File: config.mk
export PLATFORM = sky130hd
export DESIGN_NAME = clk_div_bank_flat
export DESIGN_NICKNAME = d
export VERILOG_FILES = /design/src/rtl/clk_div_bank_pkg.sv /design/src/rtl/clk_div_bank_if.sv /design/src/rtl/clk_div_chan.sv /design/src/rtl/clk_div_bank.sv /design/src/flat_wrapper.sv
export SDC_FILE = /design/constraint.sdc
export NUM_CORES = 1
export LEC_CHECK = 0
export ABC_AREA = 0
export CAP_MARGIN = 0
export CORE_ASPECT_RATIO = 2
export CORE_MARGIN = 3
export CORE_UTILIZATION = 53
export CTS_CLUSTER_SIZE = 24
export DETAILED_ROUTE_END_ITERATION = 10
export PLACE_DENSITY = 0.7
export SLEW_MARGIN = 10
export SYNTH_ARGS = -nofsm -noshare
export SYNTH_HDL_FRONTEND = slang
export SYNTH_SLANG_ARGS = --single-unit
File: constraint.sdc
create_clock -name clk -period 9.6 [get_ports clk]
set_input_delay 1.92 -clock clk [delete_from_list [all_inputs] [get_ports clk]]
set_output_delay 1.92 -clock clk [all_outputs]
set_load 0.03 [all_outputs]
File: src/rtl/clk_div_bank_pkg.sv
// clk_div_bank shared types and helpers.
// Channel state, config bundle, validity rule.
package clk_div_bank_pkg;

  localparam int unsigned DEF_DIV_W = 16;

  typedef enum logic [1:0] {
    IDLE,
    RUN,
    STOPPING
  } chan_state_e;

  typedef struct packed {
    logic [DEF_DIV_W-1:0] period;
    logic [DEF_DIV_W-1:0] high;
  } cfg_t;

  function automatic int unsigned ch_w(
    input int unsigned n
  );
    return (n > 1) ? $clog2(n) : 1;
  endfunction

  function automatic logic cfg_is_valid(
    input logic [31:0] period,
    input logic [31:0] high,
    input logic [31:0] ch,
    input logic [31:0] n_ch
  );
    return (period >= 32'd2) &&
           (high >= 32'd1) &&
           (high < period) &&
           (ch < n_ch);
  endfunction

endpackage

File: src/rtl/clk_div_bank_if.sv
// clk_div_bank config write port.
// valid/ready transfer plus a rejection pulse.
interface clk_div_bank_if
  import clk_div_bank_pkg::*;
#(
  parameter int unsigned N_CH  = 4,
  parameter int unsigned DIV_W = DEF_DIV_W
);

  localparam int unsigned CH_W = ch_w(N_CH);

  logic             cfg_valid_i;
  logic             cfg_ready_o;
  logic [CH_W-1:0]  cfg_ch_i;
  logic [DIV_W-1:0] cfg_period_i;
  logic [DIV_W-1:0] cfg_high_i;
  logic             cfg_err_o;

  modport master (
    output cfg_valid_i,
    output cfg_ch_i,
    output cfg_period_i,
    output cfg_high_i,
    input  cfg_ready_o,
    input  cfg_err_o
  );

  modport slave (
    input  cfg_valid_i,
    input  cfg_ch_i,
    input  cfg_period_i,
    input  cfg_high_i,
    output cfg_ready_o,
    output cfg_err_o
  );

endinterface

File: src/rtl/clk_div_chan.sv
// One divided-clock channel.
// FSM, counter, active/shadow cfg, registered clk/rise.
module clk_div_chan
  import clk_div_bank_pkg::*;
#(
  parameter int unsigned DIV_W      = DEF_DIV_W,
  parameter int unsigned DEF_PERIOD = 4,
  parameter int unsigned DEF_HIGH   = 2
) (
  input  logic clk,
  input  logic reset_n,
  input  logic en_i,
  input  logic wr_i,
  input  cfg_t wr_cfg_i,
  output logic clk_o,
  output logic rise_o,
  output logic running_o,
  output logic pending_o
);

  localparam cfg_t DEF_CFG = '{
    period: DEF_DIV_W'(DEF_PERIOD),
    high:   DEF_DIV_W'(DEF_HIGH)
  };

  chan_state_e      state_q, state_d;
  logic [DIV_W-1:0] cnt_q, cnt_d;
  cfg_t             act_q, act_d;
  cfg_t             shd_q, shd_d;
  logic             pend_q, pend_d;
  logic             clk_q, clk_d;
  logic             rise_q, rise_d;

  logic [DIV_W-1:0] per;
  logic [DIV_W-1:0] hi;
  logic [DIV_W-1:0] nxt;
  logic             wrap;
  logic             apply;

  // Next state: count, wrap, boundary apply, stop at period end.
  always_comb begin
    state_d = state_q;
    cnt_d   = cnt_q;
    act_d   = act_q;
    shd_d   = shd_q;
    pend_d  = pend_q;
    clk_d   = clk_q;
    rise_d  = 1'b0;

    per   = DIV_W'(act_q.period);
    wrap  = (cnt_q == per - DIV_W'(1));
    apply = pend_q && ((state_q == IDLE) || wrap);
    hi    = apply ? DIV_W'(shd_q.high)
                  : DIV_W'(act_q.high);
    nxt   = wrap ? '0 : cnt_q + DIV_W'(1);

    if (apply) begin
      act_d  = shd_q;
      pend_d = 1'b0;
    end
    // A write is only accepted while nothing is pending.
    if (wr_i) begin
      shd_d  = wr_cfg_i;
      pend_d = 1'b1;
    end

    unique case (state_q)
      IDLE: begin
        if (en_i) begin
          state_d = RUN;
          cnt_d   = '0;
          clk_d   = 1'b1;
          rise_d  = 1'b1;
        end
      end
      RUN, STOPPING: begin
        if (wrap && !en_i) begin
          state_d = IDLE;
          cnt_d   = '0;
          clk_d   = 1'b0;
        end else begin
          state_d = en_i ? RUN : STOPPING;
          cnt_d   = nxt;
          clk_d   = (nxt < hi);
          rise_d  = wrap;
        end
      end
      default: state_d = IDLE;
    endcase
  end

  // Channel registers; reset drops the clock and any shadow.
  always_ff @(posedge clk or negedge reset_n) begin
    if (!reset_n) begin
      state_q <= IDLE;
      cnt_q   <= '0;
      act_q   <= DEF_CFG;
      shd_q   <= DEF_CFG;
      pend_q  <= 1'b0;
      clk_q   <= 1'b0;
      rise_q  <= 1'b0;
    end else begin
      state_q <= state_d;
      cnt_q   <= cnt_d;
      act_q   <= act_d;
      shd_q   <= shd_d;
      pend_q  <= pend_d;
      clk_q   <= clk_d;
      rise_q  <= rise_d;
    end
  end

  assign clk_o     = clk_q;
  assign rise_o    = rise_q;
  assign running_o = (state_q != IDLE);
  assign pending_o = pend_q;

endmodule

File: src/rtl/clk_div_bank.sv
// Bank of N_CH programmable clock dividers.
// Config decode, ready mux, error pulse.
module clk_div_bank
  import clk_div_bank_pkg::*;
#(
  parameter int unsigned N_CH       = 4,
  parameter int unsigned DIV_W      = DEF_DIV_W,
  parameter int unsigned DEF_PERIOD = 4,
  parameter int unsigned DEF_HIGH   = 2
) (
  input  logic            clk,
  input  logic            reset_n,
  input  logic [N_CH-1:0] en_i,
  clk_div_bank_if.slave   cfg,
  output logic [N_CH-1:0] clk_o,
  output logic [N_CH-1:0] rise_o,
  output logic [N_CH-1:0] running_o,
  output logic [N_CH-1:0] pending_o
);

  localparam int unsigned CH_W = ch_w(N_CH);
  localparam int unsigned PAD  = 1 << CH_W;

  logic [PAD-1:0]  pend_pad;
  logic            fire;
  logic            good;
  logic [N_CH-1:0] wr;
  cfg_t            wr_cfg;
  logic            err_q, err_d;

  // Decode a transfer into a per-channel write or a reject.
  always_comb begin
    pend_pad = '0;
    pend_pad[N_CH-1:0] = pending_o;
    fire = cfg.cfg_valid_i && cfg.cfg_ready_o;
    good = cfg_is_valid(
      32'(cfg.cfg_period_i),
      32'(cfg.cfg_high_i),
      32'(cfg.cfg_ch_i),
      32'(N_CH)
    );
    wr_cfg = '{
      period: DEF_DIV_W'(cfg.cfg_period_i),
      high:   DEF_DIV_W'(cfg.cfg_high_i)
    };
    for (int i = 0; i < N_CH; i++) begin
      wr[i] = fire && good &&
              (cfg.cfg_ch_i == CH_W'(i));
    end
    err_d = fire && !good;
  end

  // One-cycle reject pulse.
  always_ff @(posedge clk or negedge reset_n) begin
    if (!reset_n) begin
      err_q <= 1'b0;
    end else begin
      err_q <= err_d;
    end
  end

  // Out-of-range channels read as not pending.
  assign cfg.cfg_ready_o = ~pend_pad[cfg.cfg_ch_i];
  assign cfg.cfg_err_o   = err_q;

  for (genvar g = 0; g < N_CH; g++) begin : g_ch
    clk_div_chan #(
      .DIV_W      (DIV_W),
      .DEF_PERIOD (DEF_PERIOD),
      .DEF_HIGH   (DEF_HIGH)
    ) u_chan (
      .clk       (clk),
      .reset_n   (reset_n),
      .en_i      (en_i[g]),
      .wr_i      (wr[g]),
      .wr_cfg_i  (wr_cfg),
      .clk_o     (clk_o[g]),
      .rise_o    (rise_o[g]),
      .running_o (running_o[g]),
      .pending_o (pending_o[g])
    );
  end

endmodule
File: src/flat_wrapper.sv
// flat-port wrapper written by rule: the top's interface ports become plain ports
module clk_div_bank_flat import clk_div_bank_pkg::*;
#(
  parameter int unsigned N_CH       = 4,
  parameter int unsigned DIV_W      = DEF_DIV_W,
  parameter int unsigned DEF_PERIOD = 4,
  parameter int unsigned DEF_HIGH   = 2
)
  (clk, reset_n, en_i, clk_o, rise_o, running_o, pending_o, cfg_cfg_valid_i, cfg_cfg_ch_i, cfg_cfg_period_i, cfg_cfg_high_i, cfg_cfg_ready_o, cfg_cfg_err_o);
  clk_div_bank_if #(.N_CH(N_CH), .DIV_W(DIV_W)) cfg_i ();
  input  logic clk;
  input  logic reset_n;
  input  logic [N_CH-1:0] en_i;
  output logic [N_CH-1:0] clk_o;
  output logic [N_CH-1:0] rise_o;
  output logic [N_CH-1:0] running_o;
  output logic [N_CH-1:0] pending_o;
  input wire logic [$bits(cfg_i.cfg_valid_i)-1:0] cfg_cfg_valid_i;
  input wire logic [$bits(cfg_i.cfg_ch_i)-1:0] cfg_cfg_ch_i;
  input wire logic [$bits(cfg_i.cfg_period_i)-1:0] cfg_cfg_period_i;
  input wire logic [$bits(cfg_i.cfg_high_i)-1:0] cfg_cfg_high_i;
  output wire logic [$bits(cfg_i.cfg_ready_o)-1:0] cfg_cfg_ready_o;
  output wire logic [$bits(cfg_i.cfg_err_o)-1:0] cfg_cfg_err_o;
  assign cfg_i.cfg_valid_i = cfg_cfg_valid_i;
  assign cfg_i.cfg_ch_i = cfg_cfg_ch_i;
  assign cfg_i.cfg_period_i = cfg_cfg_period_i;
  assign cfg_i.cfg_high_i = cfg_cfg_high_i;
  assign cfg_cfg_ready_o = cfg_i.cfg_ready_o;
  assign cfg_cfg_err_o = cfg_i.cfg_err_o;
  clk_div_bank #(.N_CH(N_CH), .DIV_W(DIV_W), .DEF_PERIOD(DEF_PERIOD), .DEF_HIGH(DEF_HIGH)) u_core (.clk(clk), .reset_n(reset_n), .en_i(en_i), .cfg(cfg_i), .clk_o(clk_o), .rise_o(rise_o), .running_o(running_o), .pending_o(pending_o));
endmodule
; ---- After elaboration in Yosys (flattened, before gate mapping)
; Cells that the tools add are included.
[totals]
wordCells = 194
regBits = 341
[classes]
bitwise_logic = 1
n_eq_ne = 19
add_sub_neg = 8
muxes = 70
reduce_logical = 51
order_cmp = 8
[ops]
columns = operator, n
row1 = two-way mux 16 bit, 16
row2 = one-hot mux 16 bit (2 select lines), 4
row3 = less-than comparator 16 bit, 5
row4 = "adder 16 x 1 -> 16 bit, second input constant", 4
row5 = == test 16 bit, 4
row6 = "subtractor 16 x 1 -> 16 bit, second input constant", 4
row7 = two-way mux 1 bit, 25
row8 = two-way mux 2 bit, 12
row9 = nonzero test 2 bit, 12
row10 = logical AND 1 bit, 17
row11 = "greater-or-equal comparator 16 x 1 -> 1 bit, second input constant", 1
row12 = "greater-or-equal comparator 16 x 2 -> 1 bit, second input constant", 1
row13 = one-hot mux 1 bit (2 select lines), 8
row14 = one-hot mux 2 bit (2 select lines), 4
row15 = "== test 2 bit, second input constant", 6
row16 = "== test 2 x 1 -> 1 bit, second input constant", 5
row17 = logical NOT 2 bit, 5
row18 = "inequality test 2 bit, second input constant", 4
row19 = AND reduction 2 bit, 4
row20 = OR reduction 2 bit, 4
row21 = logical NOT 1 bit, 5
row22 = logical OR 1 bit, 4
row23 = "less-than comparator 2 x 3 -> 1 bit, second input constant", 1
row24 = binary-select mux 1 bit (select 2 bit), 1
row25 = NOT 1 bit, 1

; ---- Longest topological paths before layout
[logic_depth]
depth_word = 8
ltp_mapped = 21
mapped_depth_nobuf = 19

; ---- Modules after synthesis
; A second synthesis with hierarchy kept.
[unflattened]
cells_unflattened = 1816
area_unflattened_um2 = 19931.6
[by_module_without_submodules]
columns = module, n_inst, area_each_um2, cells_each
row1 = clk_div_chan (u_core.g_ch[1].u_chan ...), 2, 4982.3, 449
row2 = clk_div_chan (u_core.g_ch[0].u_chan), 1, 4774.6, 423
row3 = clk_div_chan (u_core.g_ch[3].u_chan), 1, 4624.4, 422
row4 = clk_div_bank, 1, 568.0, 73

; ---- Worst setup path after synthesis
; OpenSTA, ideal clock, no wires.
[synth_timing]
path_type = reg2reg
start = register u_core.g_ch[0].u_chan.act_q, in the netlist u_core.g_ch[0].u_chan.per[4]
end = register u_core.g_ch[0].u_chan.clk_q
arrival_ns = 4.498
t_required_ns = 9.506
path_stages_with_launch = 21
setup_slack_ns = 5.008
path_buffers = 3
period_less_slack_ns = 4.592
setup_time_ns = 0.094
path_cell_list = dfrtp_1 -> buf_2 -> or4_1 -> clkbuf_1 -> or4_1 -> or3_1 -> xnor2_1 -> o2111ai_1 -> nor3_2 -> o21ai_2 -> buf_2 -> mux2i_1 -> ha_1 -> a21o_1 -> a21o_1 -> a21oi_1 -> o21ai_0 -> nand3_1 -> a21oi_1 -> a311o_1 -> a211oi_1
[synth_via]
elab_chain_cells = 8
word_cells_on_any_way = 10
[synth_lines]
columns = element, line_no
row1 = start: declaration, clk_div_chan.sv:28  ; cfg_t act_q, act_d;
row2 = start signal: assignment, clk_div_chan.sv:105  ; act_q <= act_d;
row3 = subtractor 16 x 1 -> 16 bit *, clk_div_chan.sv:51  ; wrap = (cnt_q == per - DIV_W'(1));
row4 = == test 16 bit *, clk_div_chan.sv:51
row5 = logical OR 1 bit, clk_div_chan.sv:52  ; apply = pend_q && ((state_q == IDLE) || wrap);
row6 = logical AND 1 bit, clk_div_chan.sv:52
row7 = two-way mux 16 bit, clk_div_chan.sv:53  ; hi = apply ? DIV_W'(shd_q.high)
row8 = less-than comparator 16 bit, clk_div_chan.sv:84  ; clk_d = (nxt < hi);
row9 = two-way mux 1 bit *, clk_div_chan.sv:77  ; if (wrap && !en_i) begin
row10 = one-hot mux 1 bit (2 select lines) *, clk_div_chan.sv:67  ; unique case (state_q)
row11 = end signal: assignment, clk_div_chan.sv:108  ; clk_q <= clk_d;
row12 = end: declaration, clk_div_chan.sv:31  ; logic clk_q, clk_d;
; Every way passes the cells marked *; elsewhere a longest branch is shown, timed or not.
; A chain may end at the register's enable or synchronous reset.

; ---- Worst setup path after layout
[layout_timing]
start = input port cfg_cfg_ch_i[1]
end = output port cfg_cfg_ready_o
[layout_via]
elab_chain_cells = 3
[layout_lines]
columns = element, line_no
row1 = start: declaration, flat_wrapper.sv:19  ; input wire logic [$bits(cfg_i.cfg_ch_i)-1:0] cfg_cfg_ch_i;
row2 = binary-select mux 1 bit (select 2 bit), clk_div_bank.sv:63  ; assign cfg.cfg_ready_o = ~pend_pad[cfg.cfg_ch_i];
row3 = two-way mux 1 bit (implied by the code), clk_div_bank.sv:63
row4 = NOT 1 bit, clk_div_bank.sv:63
row5 = end: declaration, flat_wrapper.sv:22  ; output wire logic [$bits(cfg_i.cfg_ready_o)-1:0] cfg_cfg_ready_o;
; Every way passes these cells. The select of a mux whose other input is x is not followed.

==> key figures <==
Run status
  – Status: complete, no violations

Clock network
  – Clk sinks: 341
  – H-tree depth: 1
  – Reg clk slew, reported paths: 60 ps
  – CTS tree: built
  – Root Driver: clkbuf_16
  – Cts repair resizes: 0
  – Inserted Clock Buffers: 30
  – Post-CTS setup buffer count: 0
  – Clk Latency, worst-skew pair: 570 ps
  – Clock Tree Buf Depth: 3
  – Hold buffers post-CTS: 0

Timing
  – F_max: 173.6 MHz
  – Layout Skew: 11.53 ps
  – Worst relative slew slack: 16.37%
  – Final worst path period share: 60.02%
  – Hold Vio Cnt, Final: 0
  – Hold_ws: 494.5 ps
  – Final Max Tran Viols: 0
  – Clock period minus worst slack: 5762 ps
  – Final setup fails: 0
  – RSZ-0062 raised after global routing: false
  – Setup TNS: 0 ps
  – Worst-margin pin slew: 1246 ps

Pwr
  – NetSw: 0.002307 W
  – Peak supply drop: 0.0002492 V
  – Leak: 9.883 nW
  – PD cells: 294.2 nW/um2
  – Clock Power Share: 21.5%
  – Logic pwr share: 39.2%
  – Sw Ratio: 36.77%
  – Power Internal: 0.003968 W
  – Flop pwr share: 39.3%

Die
  – Starting Density: 53.96%
  – Die X-Extent: 141.2 um
  – Area of the core: 35930 um2
  – Num ports: 59
  – Die H: 276.5 um
  – Core Rows: 98
  – Die area: 39040 um2

Layout
  – Nets: 1919
  – Footprint of the multi-input gates: 10080 um2
  – Commonest non-fill, non-tap cell in the layout: dfrtp_1
  – Area Growth Syn to Fin: 10.06%
  – Post-layout util: 59.38%
  – Fill cells: 3009
  – Ant diodes: 0
  – Final Cell Area: 21330 um2
  – Most frequent cells in the layout: dfrtp_1, mux2_2, nor2_1
  – Sequential cell area: 8553 um2
  – Share of layout cells above drive strength 1: 20.21%

Synth
  – Post-synth EDFFs: 0
  – Cell variety after synth: 78
  – Synth warn: 0
  – Post-synth ARST share: 100.0%
  – Primary FF master, synth: dfrtp_1
  – Syn Nets: 1915
  – Area fraction of the dominant cell type after synthesis: 41.95%
  – Seq cells post-synth: 341
  – Synthesized area per cell: 10.87 um2
  – Sequential-to-total area share from yosys stat: 44.12%
  – Area of the mapped netlist: 19380 um2
  – Largest cells by area after synthesis: dfrtp_1, mux2_2, ha_1
  – Synthesized instance count: 1783
  – Synth area leader: dfrtp_1

Worst setup path
  – RR Endpoint: u_core.g_ch[0].u_chan.clk_o$_DFFE_PN0P_
  – Critical Path AT: 3840 ps
  – CP Class: primary input to primary output
  – Worst Setup End Kind: primary output
  – FF-to-FF Start: u_core.g_ch[0].u_chan.per[4]$_DFFE_PN0N_
  – Worst r2r path cells: 16
  – Worst path most repeated cell: clkdlybuf4s50_1
  – Critical path's top delay family: buffers and inverters
  – Crit path largest cell delay: 690 ps
  – Crit path buffers/inverters: 3
  – CP max FO: 5
  – Register-to-Register Setup Slack: 4330 ps
  – CP cell instances: clkdlybuf4s50_1, mux4_2, inv_1, clkdlybuf4s50_1
  – Crit path required time: 7680 ps
  – CP Launch Type: primary input
  – Slowest CP cell: clkdlybuf4s50_1

Min path
  – Hold Path Sink: u_core.g_ch[2].u_chan.act_q[3]$_DFFE_PN0N_
  – Hold Crit Start: u_core.g_ch[2].u_chan.act_q[3]$_DFFE_PN0N_
  – WHS Path Cells: 1
  – Class of the worst hold path: flip-flop to flip-flop

Detailed routing
  – Drt first-iter violations: 688
  – DRC: 0
  – Final WL: 46480 um
  – Drt first pass iters: 5
  – Via count: 13.58k
  – Wirelength per Cell: 20.56 um
  – Post-route ant nets: 0
  – Vias/cell: 6.004

GRT
  – Total Routing Usage GR: 23.75%
  – First-pass GRT wire length: 74520 um
  – Vias in the first global route: 13.79k
  – Gr ovfl total: 0
  – Initial antenna violation count: 1
  – Largest net degree at the start of global routing: 162

Job
  – Max_cap viols: 0

Place
  – Placer Congestion: 0.8788
  – Hpwl dp: 33430 um
  – IO Port Bufs: 58
  – Dpl cell area: 20230 um2
[power groups by stage]
stage                     clock network, W  registers [W]  logic (W)
after CTS                          0.00138        0.00246    0.00247
after detailed placement                 0        0.00249    0.00245
final                              0.00135        0.00247    0.00246
after global routing               0.00144        0.00254    0.00275
after global placement                   0        0.00245    0.00236
after floorplan                          0        0.00228    0.00200
[flip-flops by register name, summed over array words and instances (netlist names)]
register	cells
u_core.g_ch.u_chan.state_q	8
u_core.cfg.cfg_err_o	1
u_core.g_ch.u_chan.act_q	64
u_core.g_ch.u_chan.shd_q	128
u_core.g_ch.u_chan.pending_o	4
u_core.g_ch.u_chan.clk_o	4
u_core.g_ch.u_chan.per	64
u_core.g_ch.u_chan.rise_o	4
u_core.g_ch.u_chan.cnt_q	64
[through the flow]
| step | cells | power (W) | worst slack, ps |
|---|---|---|---|
| floorplan | 1783 | 0.004283 | 5008 |
| global placement | 2205 | 0.004810 | 3822 |
| detailed placement | 2205 | 0.004941 | 3842 |
| CTS | 2261 | 0.006313 | 3842 |
| global route | 2261 | 0.006724 | 3769 |
| finish | 2261 | 0.006276 | 3838 |
[routing by layer]
metal  track usage (%)  wire, um  vias up
li1                  -         -     6395
met1             27.64     17870     6749
met2             43.06     24570      307
met3             2.631      1651      122
met4             10.99      2373        2
met5                 0        13        -
[cell type report]
class                           instances  share of cell area [%]
Multi-Input combinational cell       1256                   47.27
Sequential cell                       341                   40.09
Clock buffer                           45                   4.164
Timing Repair Buffer                   74                   3.366
Tap cell                              450                   2.639
Inverter                               84                   1.478
Clock inverter                         11                  0.9911
[cell families after synthesis]
family          share of synthesized area, %
xor+xnor                               5.828
flops                                  44.12
buf+inv                                4.060
mux                                    17.83
simple gates                           12.57
fa+ha+maj                              5.874
compound gates                         9.714
[worst max-delay path by stage]
stage	from	to	slack, ps	depth (start not counted)
3_5_place_dp	cfg_cfg_ch_i[1]	cfg_cfg_ready_o	3840	4
3_3_place_gp	cfg_cfg_ch_i[1]	cfg_cfg_ready_o	3820	4
4_1_cts	cfg_cfg_ch_i[1]	cfg_cfg_ready_o	3840	4
2_1_floorplan	u_core.g_ch[0].u_chan.per[4]$_DFFE_PN0N_	u_core.g_ch[0].u_chan.clk_o$_DFFE_PN0P_	5010	20
5_1_grt	cfg_cfg_ch_i[1]	cfg_cfg_ready_o	3770	4
6_report	cfg_cfg_ch_i[1]	cfg_cfg_ready_o	3840	4
[worst reg2reg max path: cells and delay by family, from the launching register on]
family          cells  cell delay (ps)
simple gates        8             2860
buf+inv             2              650
flops               1              460
compound gates      3              370
fa+ha+maj           1              330
mux                 1              230
xor+xnor            1              220
[Yosys cell counts, drive strengths merged, types with 45 or more instances]
cell type / count
dfrtp: 325
mux2: 262
nor2: 120
ha: 91
inv: 84
xnor2: 83
o21ai: 75
clkbuf: 74
nand2: 63
nand3: 48
xor2: 46
a21o: 45
Power figures use the tool's default switching activity.
